==> src/rtl/bridge_demux4.sv <==
// 1-to-4 register-level bus distributor: decodes a CPU access onto one of four
// req/ack slaves, returns the registered read data/status, and aborts on timeout.
module bridge_demux4 #(
  parameter logic [17:0] BASE_HI = 18'h0001,
  parameter int unsigned TIMEOUT = 16
) (
  input  logic        clk,
  input  logic        reset,
  input  logic        cpu_req,
  input  logic        cpu_we,
  input  logic [31:0] cpu_addr,
  input  logic [31:0] cpu_wdata,
  output logic        cpu_busy,
  output logic        cpu_rvalid,
  output logic [31:0] cpu_rdata,
  output logic        cpu_err,
  output logic [3:0]  dev_req,
  output logic        dev_we,
  output logic [11:0] dev_addr,
  output logic [31:0] dev_wdata,
  input  logic [3:0]  dev_ack,
  input  logic [31:0] dev_rdata0,
  input  logic [31:0] dev_rdata1,
  input  logic [31:0] dev_rdata2,
  input  logic [31:0] dev_rdata3
);

  typedef enum logic [1:0] {IDLE, WAIT, RESP} state_t;

  localparam logic [7:0] CNT_LAST = 8'(TIMEOUT - 1);

  state_t      state, state_nx;
  logic [1:0]  sel, sel_nx;
  logic [7:0]  cnt, cnt_nx;
  logic        busy_nx, rvalid_nx, err_nx, we_nx;
  logic [31:0] rdata_nx, wdata_nx, rdata_sel;
  logic [3:0]  req_nx;
  logic [11:0] addr_nx;
  logic        ack_sel;

  always_comb begin
    rdata_sel = dev_rdata0;
    case (sel)
      2'd0: rdata_sel = dev_rdata0;
      2'd1: rdata_sel = dev_rdata1;
      2'd2: rdata_sel = dev_rdata2;
      2'd3: rdata_sel = dev_rdata3;
      default: rdata_sel = dev_rdata0;
    endcase
  end

  // Only the selected slave's ack counts; strays on other ports fall out here.
  assign ack_sel = dev_ack[sel];

  always_comb begin
    state_nx  = state;
    sel_nx    = sel;
    cnt_nx    = cnt;
    busy_nx   = cpu_busy;
    rvalid_nx = 1'b0;
    rdata_nx  = cpu_rdata;
    err_nx    = cpu_err;
    req_nx    = dev_req;
    we_nx     = dev_we;
    addr_nx   = dev_addr;
    wdata_nx  = dev_wdata;
    case (state)
      IDLE: begin
        if (cpu_req) begin
          busy_nx = 1'b1;
          if (cpu_addr[31:14] == BASE_HI) begin
            state_nx = WAIT;
            sel_nx   = cpu_addr[13:12];
            cnt_nx   = 8'd0;
            req_nx   = 4'b0001 << cpu_addr[13:12];
            we_nx    = cpu_we;
            addr_nx  = cpu_addr[11:0];
            wdata_nx = cpu_wdata;
          end else begin
            state_nx  = RESP;
            rvalid_nx = 1'b1;
            rdata_nx  = 32'd0;
            err_nx    = 1'b1;
          end
        end
      end
      WAIT: begin
        // Ack is tested before the timeout so a last-cycle ack still succeeds.
        if (ack_sel) begin
          state_nx  = RESP;
          rvalid_nx = 1'b1;
          rdata_nx  = rdata_sel;
          err_nx    = 1'b0;
          req_nx    = 4'b0000;
        end else if (cnt == CNT_LAST) begin
          state_nx  = RESP;
          rvalid_nx = 1'b1;
          rdata_nx  = 32'd0;
          err_nx    = 1'b1;
          req_nx    = 4'b0000;
        end else begin
          cnt_nx = cnt + 8'd1;
        end
      end
      RESP: begin
        state_nx = IDLE;
        busy_nx  = 1'b0;
      end
      default: begin
        state_nx = IDLE;
        busy_nx  = 1'b0;
        req_nx   = 4'b0000;
      end
    endcase
  end

  always_ff @(posedge clk or negedge reset) begin
    if (!reset) begin
      state      <= IDLE;
      sel        <= 2'd0;
      cnt        <= 8'd0;
      cpu_busy   <= 1'b0;
      cpu_rvalid <= 1'b0;
      cpu_rdata  <= 32'd0;
      cpu_err    <= 1'b0;
      dev_req    <= 4'b0000;
      dev_we     <= 1'b0;
      dev_addr   <= 12'd0;
      dev_wdata  <= 32'd0;
    end else begin
      state      <= state_nx;
      sel        <= sel_nx;
      cnt        <= cnt_nx;
      cpu_busy   <= busy_nx;
      cpu_rvalid <= rvalid_nx;
      cpu_rdata  <= rdata_nx;
      cpu_err    <= err_nx;
      dev_req    <= req_nx;
      dev_we     <= we_nx;
      dev_addr   <= addr_nx;
      dev_wdata  <= wdata_nx;
    end
  end

endmodule

==> config.mk <==
export PLATFORM = sky130hd
export DESIGN_NAME = bridge_demux4
export DESIGN_NICKNAME = d
export VERILOG_FILES = /design/src/rtl/bridge_demux4.sv
export SDC_FILE = /design/constraint.sdc
export NUM_CORES = 1
export LEC_CHECK = 0
export BUFFER_PORTS_ARGS = -buffer_cell sky130_fd_sc_hd__clkbuf_2
export CORE_AREA = 2 2 110 112
export CTS_CLUSTER_DIAMETER = 120
export DETAILED_ROUTE_END_ITERATION = 8
export DIE_AREA = 0 0 112 114
export PLACE_DENSITY = 0.8
export RECOVER_POWER = 100
export REMOVE_ABC_BUFFERS = 1
export SYNTH_ARGS = -nofsm -noshare
export SYNTH_HDL_FRONTEND = slang
export SYNTH_SLANG_ARGS = --single-unit
==> constraint.sdc <==
create_clock -name clk -period 2.9 [get_ports clk]
set_input_delay 0.145 -clock clk [delete_from_list [all_inputs] [get_ports clk]]
set_output_delay 0.145 -clock clk [all_outputs]
set_load 0.01 [all_outputs]
* After elaboration in Yosys (flattened, before gate mapping)
Cells that the tools add are included.
** Storage, ports and cells
- Register bits :: 96
- Output and inout port bits :: 84
** Cells by class
- Add/sub/neg operators :: 1
- Magnitude comparators :: 1
- Equality and inequality tests :: 13
- Shift operators :: 1
- Multiplexer cells :: 35
- Bitwise operators :: 2
- Reduce and logical (&&, ||, !) cells :: 9
** Operators with widths (number)
- 32-bit two-way mux :: 4
- 32-bit case mux with 4 select lines :: 1
- 32-bit case mux with 2 select lines :: 1
- 8-bit two-way mux :: 4
- 18-bit by 1-bit equality test with 1-bit output (second input constant) :: 1
- 4-bit two-way mux :: 4
- 8-bit case mux with 2 select lines :: 1
- 4-bit case mux with 3 select lines :: 1
- 1-bit two-way mux :: 10
- 2-bit inequality test (second input constant) :: 5
- 8-bit by 1-bit adder with 8-bit output (second input constant) :: 1
- 8-bit by 4-bit equality test with 1-bit output (second input constant) :: 1
- 2-bit two-way mux :: 4
- 4-bit AND reduction :: 2
- 2-bit equality test (second input constant) :: 3
- 1-bit case mux with 2 select lines :: 3
- 5-bit AND reduction :: 1
- 2-bit by 1-bit equality test with 1-bit output (second input constant) :: 2
- 2-bit logical NOT :: 2
- 2-bit case mux with 2 select lines :: 1
- 2-bit AND reduction :: 2
- 1-bit by 2-bit left shift with 4-bit output (first input constant) :: 1
- 2-bit by 3-bit < comparator with 1-bit output (second input constant) :: 1
- 3-bit inequality test (second input constant) :: 1
- other kinds (4) :: 5

* Depth between registers and ports, before layout
Gate-level depths: netlist of run 1.
- Depth in word-level cells :: 4
- Depth in mapped cells :: 7
- Gate-level depth less buffers :: 5

* Worst setup path after synthesis of run 1
No wires, ideal clock.
- Path type :: register to register
- From :: register sel[0]
- To :: register cnt[4]
- Library setup time :: 139 ps
- Arrival :: 1605 ps
- Path slack :: 1156 ps
- Stages on the path, launching flop included :: 6
- Path buffers :: 1
- Cells stage by stage :: dfrtp_1 -> buf_6 -> mux4_2 -> a211oi_4 -> o21bai_4 -> a31oi_1
** On the way
- Cells in the longest elaborated chain, start to end :: 4
** RTL lines
- start: declaration :: line 33 : logic [1:0] sel, sel_nx;
- start signal: assignment :: line 132 : sel <= sel_nx;
- 1-bit binary-select mux with 2-bit select :: line 53 : assign ack_sel = dev_ack[sel];
- 1-bit two-way mux (not written as such) :: line 53
- 2-bit inequality test (no line)
- 5-bit AND reduction (no line)
- end signal: assignment :: line 133 : cnt <= cnt_nx;
- end: declaration :: line 34 : logic [7:0] cnt, cnt_nx;
No other way between the ends. The select of a mux whose other input is x is not followed.
A chain may end at the register's enable or synchronous reset.

* Worst setup path in the final report of run 1
- From :: register cnt[4]
- To :: register cpu_rdata[24]
** On the way
- Cells in the longest elaborated chain, start to end :: 3
** RTL lines
- 8-bit by 4-bit equality test with 1-bit output :: line 95 : end else if (cnt == CNT_LAST) begin
- 3-bit inequality test (no line)
- 4-bit AND reduction (no line)
- end signal: assignment :: line 136 : cpu_rdata <= rdata_nx;
- end: declaration :: line 15 : output logic [31:0] cpu_rdata,
No other way between the ends.

==> summary.txt, run 1 <==
Yosys
  • Asr flop ratio synth: 1.00
  • Yosys reg bits: 96
  • Top FF cell, synth: dfrtp_1
  • Syn Area/Cell: 12.6 um^2
  • Yosys warnings: 0
  • Post-synth EDFFs: 0
  • Post-Syn Instances: ~380
  • Synth cell types: 36
  • Sequential share of the synthesized area: 0.507
  • Mapped cell area: ~4700 um^2

Setup path
  • Crit path capture type: flop
  • Delay-heaviest family, CP: simple AND/OR/NAND/NOR gates
  • Crit-path max cell delay: about 710 ps
  • CP Cell Sequence: nor4_1, nand3_1, clkbuf_1, nand3_1, o21ai_0
  • Crit path kind: flop to flop
  • Req. time, crit path: approximately 3000 ps
  • Setup crit start kind: flop
  • R2R depth: 5
  • Crit-path most repeated cell: nand3_1
  • Worst Path Arrival: ~2400 ps
  • Worst R2R Setup Slack: approximately 670 ps
  • Worst Path Max Fanout: 17
  • Buf+Inv Stages, Crit Path: 1
  • RR Endpoint: cpu_rdata[24]$_DFFE_PN0P_
  • Slowest CP cell: nor4_1
  • R2R Path Start: cnt[4]$_DFFE_PN0P_

Place
  • IO Port Bufs: approximately 280
  • Place WS: about 700 ps
  • Post-DP HPWL: ~11000 um
  • # placed instances: slightly below 800
  • GP Congestion: approximately 0.86

Timing
  • Final clock skew: slightly below 9 ps
  • Fin Setup TNS: 0 ps
  • Fmax: between 0.4 and 0.5 GHz
  • Setup Viol. Count Final: 0
  • Headroom to the max-slew limit: -0.427
  • Pins Over Slew Limit: 89
  • Hold Slack: between 20 and 30 ps
  • Worst slew pin tran: roughly 2100 ps
  • Crit share post-route: 0.769
  • Tmin final: between 2000 and 2500 ps
  • Final worst slack: approximately 670 ps
  • Final Hold Vio Count: 0
  • RSZ-0062 raised after global routing: false

Global routing
  • Initial antenna violation count: 0
  • Largest net degree at the start of global routing: just under 90
  • GRT overflow: 0
  • Total GRT Usage: 0.212
  • First-pass GRT wire length: approximately 21000 um
  • Number of global-route vias before repair: 4344

CTS
  • Clock Path Buffers: 2
  • CTS HTree Levels: 3
  • CTS Hold Bufs: 0
  • Worst skew pair latency: about 340 ps
  • CTS tree: done
  • Resize count post-CTS: 0
  • Root buf cell: clkbuf_16
  • Sinks on Clock Net: between 90 and 100
  • # Post-CTS Setup Buffers: 0
  • Clock-pin transition on the worst setup and hold timing paths: around 70 ps
  • CTS buffer count: 9

Pwr
  • NetSw: 0.650 mW
  • Fraction of power spent switching nets: 0.235
  • Total Power: ~2.8 mW
  • Pint: between 2 and 2.5 mW
  • Flop pwr share: 0.491
  • Comb power frac: 0.086
  • Maximum vdd drop: 245 uV
  • PwrDens: between 400 and 500 nW/um^2
  • Clock power share: 0.424
  • Leak: between 3 and 4 nW

Die
  • IO Count: between 200 and 300
  • Placeable Area: approximately 12000 um^2
  • Starting Density: 0.405
  • Row count: 40
  • Die X: between 100 and 150 um
  • Die height: approximately 110 um
  • Die area: ~13000 um^2

Hold path
  • Hold Path Sink: dev_wdata[22]$_DFFE_PN0P_
  • Hold path start: cpu_wdata[22]
  • Hold Crit Depth: 2
  • HP Class: input pin to flop

Layout
  • Layout cell share with drive strength beyond 1: 0.451
  • Nets: 853
  • N_diodes: 0
  • Post-route insts no fill: ~800
  • Area Overhead vs Synth: 35.6%

Detailed routing
  • Remaining antenna violation count: 0
  • DRC viols: 0
  • Number of DRC markers in iteration 0: 248
  • Via Count: around 4300
  • Avg WL per Cell: approximately 17 um
  • DRT Pass-1 Iters: 4
  • Via density: approximately 5.4
  • WL final: ~14000 um

Status
  • Status: finished with violations
  • Violated checks: max-capacitance violations, max-slew violations

Run
  • # Max-Cap Violations: 1
kinds of logic (layout without fill, tap and decap cells):
| family | Yosys count | count (layout) | share of synthesized area |
|---|---|---|---|
| and+or+nand+nor | 100 | 100 | 0.103 |
| DFF | 96 | 96 | 0.507 |
| muxes | 80 | 80 | 0.268 |
| AOI/OAI and AO/OA | 66 | 66 | 0.0821 |
| buffers and inverters | 33 | 314 | 0.0367 |
| adders and majority gates | 1 | 1 | 0.00264 |
worst max-delay path by stage:
stage / depth (start not counted) / startpoint / end / slack (ps)
floorplan: 4 / sel[0]$_DFFE_PN0P_ / cpu_rdata[0]$_DFFE_PN0P_ / -190
global placement: 6 / cpu_addr[17] / dev_wdata[9]$_DFFE_PN0P_ / 850
detailed placement: 6 / cpu_addr[25] / dev_wdata[29]$_DFFE_PN0P_ / 690
CTS: 5 / state[1]$_DFFE_PN0P_ / dev_wdata[29]$_DFFE_PN0P_ / 760
global route: 5 / cnt[4]$_DFFE_PN0P_ / cpu_rdata[17]$_DFFE_PN0P_ / 520
finish: 5 / cnt[4]$_DFFE_PN0P_ / cpu_rdata[24]$_DFFE_PN0P_ / 670
layout by cell type (no fill, tap or decap), types with 6 or more instances in the layout:
cell type    n
clkbuf_2   199
dfrtp_1     95
clkbuf_1    87
nand2_1     40
o21ai_0     39
mux2_2      36
nand3_1     36
mux4_2      33
mux2_1      11
a21oi_1      9
clkbuf_16    9
inv_1        6
registers in the layout, summed over array words and instances, names as in the netlist, 2 cells and up:
signal,count
state,2
dev_wdata,32
cpu_rdata,32
sel,2
dev_addr,12
cnt,8
dev_req,4
cells in the mapped netlist, types with 2 or more instances:
library cell  count  area share
mux2_1           11       0.026
buf_6             5       0.012
nand2b_1          2      0.0026
clkbuf_1         12      0.0095
and3_1            2      0.0026
inv_1             6      0.0048
nor4_1            4      0.0053
mux4_2           33        0.16
mux2_2           36       0.086
nand3_1          36       0.038
dfrtp_1          96        0.51
o21a_1            2      0.0032
nor3_1            2      0.0021
nor2_1            4      0.0032
nand2_1          40       0.032
o21ai_0          31       0.033
buf_2            10       0.011
o21ai_1          11       0.012
a31oi_1           4      0.0053
a21oi_1           9      0.0095
o22ai_1           3      0.0040
or2_2             3      0.0040
cell type report:
| type | instances | area [um^2] |
|---|---|---|
| repair buffers | 292 | 1380 |
| inverters | 6 | 22.5 |
| multi-input cells | 247 | 2140 |
| well taps | 147 | 184 |
| fillers | 1032 | 5290 |
| clock inverters | 6 | 57.6 |
| flip-flops and latches | 96 | 2400 |
| clock buffers | 10 | 239 |
per-layer routing:
layer	vias to the layer above	track usage	share of wire
met4	0	0.0772	0.021
met3	27	0.0473	0.092
li1	1958	-	-
met2	255	0.373	0.50
met5	-	0	0
met1	2065	0.257	0.38
per-stage QoR:
step / area, um^2 / util
after global routing: 6420 / 0.549
final: 6420 / 0.549
after global placement: 6280 / 0.536
after detailed placement: 6280 / 0.536
after floorplan: 4590 / -
after CTS: 6570 / 0.561
worst register-to-register path, cell delays in order (launching register included):
cell	delay (ps)
dfrtp_1	460
nor4_1	710
nand3_1	200
clkbuf_1	410
nand3_1	200
o21ai_0	110
power groups by stage:
stage / registers [mW] / clock network [mW] / logic [mW]
5_1_grt: 1.35 / 1.28 / 0.261
4_1_cts: 1.35 / 1.21 / 0.243
3_3_place_gp: 1.38 / 0 / 0.233
6_report: 1.35 / 1.17 / 0.237
2_1_floorplan: 1.38 / 0 / 0.0616
3_5_place_dp: 1.38 / 0 / 0.243
No activity file was read; power rests on OpenSTA's default activity.
==> run 2, diff against run 1 <==
- clock period: 2.9 -> 2.1 ns (I/O delays scaled with it)
==> summary.txt, run 2 (synthesis gave the netlist of run 1 again) <==
Timing
  • Final clock skew: 7.47 ps
  • Pins Over Slew Limit: 0
  • Hold Slack: around 11 ps
  • Headroom to the max-slew limit: 0.135
  • Crit share post-route: 0.934
  • RSZ-0062 raised after global routing: false
  • Worst slew pin tran: 1300 ps
  • Fmax: approximately 0.51 GHz
  • Final worst slack: between 100 and 150 ps
  • Tmin final: between 1500 and 2000 ps
  • Final Hold Vio Count: 0
  • Setup Viol. Count Final: 0

CTS
  • CTS Hold Bufs: 39
  • Root buf cell: clkbuf_16
  • Sinks on Clock Net: between 90 and 100
  • Clock Path Buffers: 2
  • Worst skew pair latency: ~340 ps
  • CTS tree: done
  • Clock-pin transition on the worst setup and hold timing paths: ~70 ps
  • # Post-CTS Setup Buffers: 0
  • Resize count post-CTS: 0
  • CTS buffer count: 9
  • CTS HTree Levels: 3

Layout
  • Largest registers: cpu_rdata x32, dev_wdata x32, dev_addr x12
  • Layout cell share with drive strength beyond 1: 0.437
  • Nets: 898
  • Most frequent cells in the layout: 201 x clkbuf_2, 95 x dfrtp_1, 85 x clkbuf_1, 40 x nand2_1, 39 x dlygate4sd3_1
  • Area Overhead vs Synth: 45.6%
  • Most common cell after layout, fill and taps aside: clkbuf_2
  • N_diodes: 0

Global routing
  • First-pass GRT wire length: approximately 23000 um
  • Number of global-route vias before repair: 4489
  • Largest net degree at the start of global routing: 52
  • Initial antenna violation count: 0
  • GRT overflow: 0
  • Total GRT Usage: 0.226

Die
  • Placeable Area: between 10000 and 15000 um^2
  • Die X: 112 um
  • Starting Density: 0.405
  • Die height: about 110 um
  • Row count: 40
  • IO Count: roughly 280
  • Die area: 12800 um^2

Setup path
  • CP Cell Sequence: mux4_2, a211oi_2, o21bai_4, a31oi_1
  • RR Endpoint: cnt[4]$_DFFE_PN0P_
  • Crit path kind: flop to flop
  • Crit-path max cell delay: about 590 ps
  • R2R depth: 4
  • Setup crit start kind: flop
  • R2R Path Start: sel[0]$_DFFE_PN0P_
  • Req. time, crit path: 2310 ps
  • Worst Path Arrival: about 2200 ps
  • Worst R2R Setup Slack: 140 ps
  • Worst Path Max Fanout: 9
  • Delay-heaviest family, CP: compound AO/OA/AOI/OAI gates
  • Slowest CP cell: mux4_2
  • Crit path capture type: flop
  • Buf+Inv Stages, Crit Path: 0

Pwr
  • Leak: between 3 and 4 nW
  • Flop pwr share: 0.481
  • Clock power share: 0.418
  • Maximum vdd drop: approximately 350 uV
  • NetSw: between 0.8 and 0.9 mW
  • Fraction of power spent switching nets: 0.222
  • Pint: 3.02 mW
  • PwrDens: 563 nW/um^2
  • Comb power frac: 0.101

Run
  • # Max-Cap Violations: 0

Detailed routing
  • WL final: roughly 15000 um
  • Via Count: around 4400
  • Via density: roughly 5.2
  • DRT Pass-1 Iters: 4
  • Number of DRC markers in iteration 0: 220
  • DRC viols: 0
  • Avg WL per Cell: 17.3 um
  • Remaining antenna violation count: 0

Hold path
  • Hold path start: cpu_wdata[30]
  • HP Class: input pin to flop
  • Hold Path Sink: dev_wdata[30]$_DFFE_PN0P_
  • Hold Crit Depth: 2

Place
  • Place WS: approximately 200 ps
  • Post-DP HPWL: roughly 11000 um
  • GP Congestion: approximately 0.85
  • IO Port Bufs: 283

Status
  • Status: finished, final reports clean
==> run 2: how the worst max path moves through the flow <==
stage | from | to | slack, ps | cells after the start
after floorplan | sel[0]$_DFFE_PN0P_ | cpu_rdata[0]$_DFFE_PN0P_ | -990 | 4
after global placement | sel[0]$_DFFE_PN0P_ | cnt[7]$_DFFE_PN0P_ | 270 | 4
after detailed placement | cpu_addr[25] | dev_wdata[9]$_DFFE_PN0P_ | 200 | 6
after CTS | sel[0]$_DFFE_PN0P_ | cpu_rdata[29]$_DFFE_PN0P_ | 230 | 5
after global routing | sel[0]$_DFFE_PN0P_ | cnt[6]$_DFFE_PN0P_ | 70 | 4
final | sel[0]$_DFFE_PN0P_ | cnt[4]$_DFFE_PN0P_ | 140 | 4
==> run 2: area by class of cell <==
class | instances | area [um^2]
Clock buffer | 9 | 225
Fill cell | 984 | 4810
Inverter | 6 | 22.5
Timing Repair Buffer | 337 | 1840
Clock inverter | 6 | 68.8
Sequential cell | 96 | 2400
Multi-Input combinational cell | 247 | 2150
Tap cell | 147 | 184
==> run 2: power by group through the flow <==
stage,clock network (mW),logic (mW),registers (mW)
final,1.62,0.394,1.87
after global placement,0,0.331,1.90
after detailed placement,0,0.343,1.91
after floorplan,0,0.0850,1.91
after CTS,1.67,0.401,1.87
after global routing,1.74,0.433,1.87
==> run 2: per-layer routing <==
metal | track usage | wire length, um | vias to the layer above
met2 | 0.394 | 7430 | 240
met3 | 0.0468 | 1210 | 19
met4 | 0.0821 | 275 | 0
met5 | 0 | 0 | -
met1 | 0.280 | 5730 | 2137
li1 | - | - | 2040
==> run 2: through the flow <==
stage / instance area (um^2) / utilization / std cells / TNS [ps] / total power [mW]
after global routing: 6900 / 0.589 / 848 / 0 / 4.04
after CTS: 7030 / 0.600 / 848 / 0 / 3.94
after global placement: 6350 / 0.542 / 794 / 0 / 2.24
after floorplan: 4590 / - / 349 / -68710 / 1.99
final: 6900 / 0.589 / 848 / 0 / 3.89
after detailed placement: 6350 / 0.542 / 794 / 0 / 2.25
==> run 3, diff against run 2 <==
- PLACE_DENSITY: 0.8 -> 0.76
- TNS_END_PERCENT: unset -> 1
==> summary.txt, run 3 (synthesis gave the netlist of run 1 again) <==
Die
  • Row count: 40
  • Die X: 112 um
  • Die area: roughly 13000 um^2
  • Placeable Area: around 12000 um^2
  • IO Count: between 200 and 300
  • Die height: 114 um
  • Starting Density: 0.405

Setup path
  • Crit path capture type: flop
  • Req. time, crit path: roughly 2300 ps
  • R2R Path Start: sel[0]$_DFFE_PN0P_
  • Worst Path Max Fanout: 9
  • Critical Path Source: sel[0]$_DFFE_PN0P_
  • Crit path kind: flop to flop
  • Setup crit start kind: flop
  • Worst Path Arrival: around 2100 ps

Layout
  • Layout cell share with drive strength beyond 1: 0.437
  • Post-route insts no fill: roughly 850
  • Most common cell after layout, fill and taps aside: clkbuf_2
  • Nets: between 800 and 900
  • Most frequent cells in the layout: 204 x clkbuf_2, 96 x dfrtp_1, 85 x clkbuf_1, 40 x nand2_1, 40 x o21ai_0
  • Largest registers: cpu_rdata x32, dev_wdata x32, dev_addr x12
  • Final core occ: 0.585
  • Finished Cell Area: between 6000 and 7000 um^2
  • Area Overhead vs Synth: 44.6%
  • N_diodes: 0
  • FILL cells: around 1000

Place
  • Place WS: ~180 ps
  • IO Port Bufs: 283
  • # placed instances: 796
  • Area of placed instances: roughly 6400 um^2
  • GP Congestion: about 0.84
  • Post-DP HPWL: between 10000 and 15000 um

Timing
  • Fin Setup TNS: 0 ps
  • Final clock skew: between 7 and 8 ps
  • Worst slew pin tran: 988 ps
  • Hold Slack: 10.7 ps
  • Crit share post-route: 0.913
  • Setup Viol. Count Final: 0
  • Final Hold Vio Count: 0
  • RSZ-0062 raised after global routing: false
  • Final worst slack: around 180 ps
  • Headroom to the max-slew limit: 0.342
  • Fmax: between 0.5 and 0.6 GHz
  • Pins Over Slew Limit: 0
  • Tmin final: between 1500 and 2000 ps

Hold path
  • Hold path start: cpu_wdata[19]
  • HP Class: input pin to flop

CTS
  • CTS Hold Bufs: 35
  • Clock Path Buffers: 2
  • CTS buffer count: 9
  • Root buf cell: clkbuf_16
  • Sinks on Clock Net: 96
  • CTS HTree Levels: 3
  • # Post-CTS Setup Buffers: 0
  • Resize count post-CTS: 0
  • Worst skew pair latency: approximately 340 ps
  • Clock-pin transition on the worst setup and hold timing paths: roughly 70 ps
  • CTS tree: done

Detailed routing
  • Via density: ~5.3
  • DRT Pass-1 Iters: 4
  • WL final: 15700 um
  • Avg WL per Cell: 18.5 um
  • Via Count: around 4500
  • Number of DRC markers in iteration 0: ~210
  • DRC viols: 0
  • Remaining antenna violation count: 0

Global routing
  • Number of global-route vias before repair: 4576
  • First-pass GRT wire length: around 24000 um
  • GRT overflow: 0
  • Total GRT Usage: 0.237
  • Largest net degree at the start of global routing: 39
  • Initial antenna violation count: 0

Pwr
  • Total Power: around 3.8 mW
  • Maximum vdd drop: 414 uV
  • Leak: 3.28 nW
  • PwrDens: roughly 560 nW/um^2

Status
  • Status: finished, final reports clean

Run
  • # Max-Cap Violations: 0
==> run 3: final cells by class <==
class	instances	area [um^2]	share of cell area
clock buffer	10	239	0.0349
clock inverter	6	51.3	0.00748
inverter	6	22.5	0.00329
multi-input combinational	247	2170	0.316
sequential	96	2400	0.350
tap	147	184	0.0268
timing repair buffer	335	1790	0.261
==> run 3: report_power, final <==
part / internal [mW] / switching [mW]
sequential: 1.86 / 0.0114
combinational: 0.234 / 0.155
clock: 0.855 / 0.729
total: 2.95 / 0.895
==> run 3: worst paths after layout <==
path | to | slack, ps | cells after the start
min in group asynchronous | sel[1]$_DFFE_PN0P_ | 450 | 2
min reg2reg | dev_addr[9]$_DFFE_PN0P_ | 490 | 1
max reg2reg | cnt[5]$_DFFE_PN0P_ | 180 | 4
max in group asynchronous | dev_wdata[15]$_DFFE_PN0P_ | 540 | 3
min | dev_wdata[19]$_DFFE_PN0P_ | 10 | 2
max | cnt[5]$_DFFE_PN0P_ | 180 | 4
==> run 3: critical path: stages, from the launching register on <==
cell	delay (ps)
dfrtp_1	430
mux4_2	600
a211oi_4	360
o21bai_4	260
a31oi_1	130
==> run 3: per-layer routing <==
layer / up-vias / part of all wire / GRT usage / wire length, um
met4: 0 / 0.013 / 0.0683 / 205
li1: 2035 / - / - / -
met5: - / 0 / 0 / 0
met1: 2221 / 0.38 / 0.279 / 6020
met2: 237 / 0.52 / 0.429 / 8170
met3: 17 / 0.082 / 0.0611 / 1290
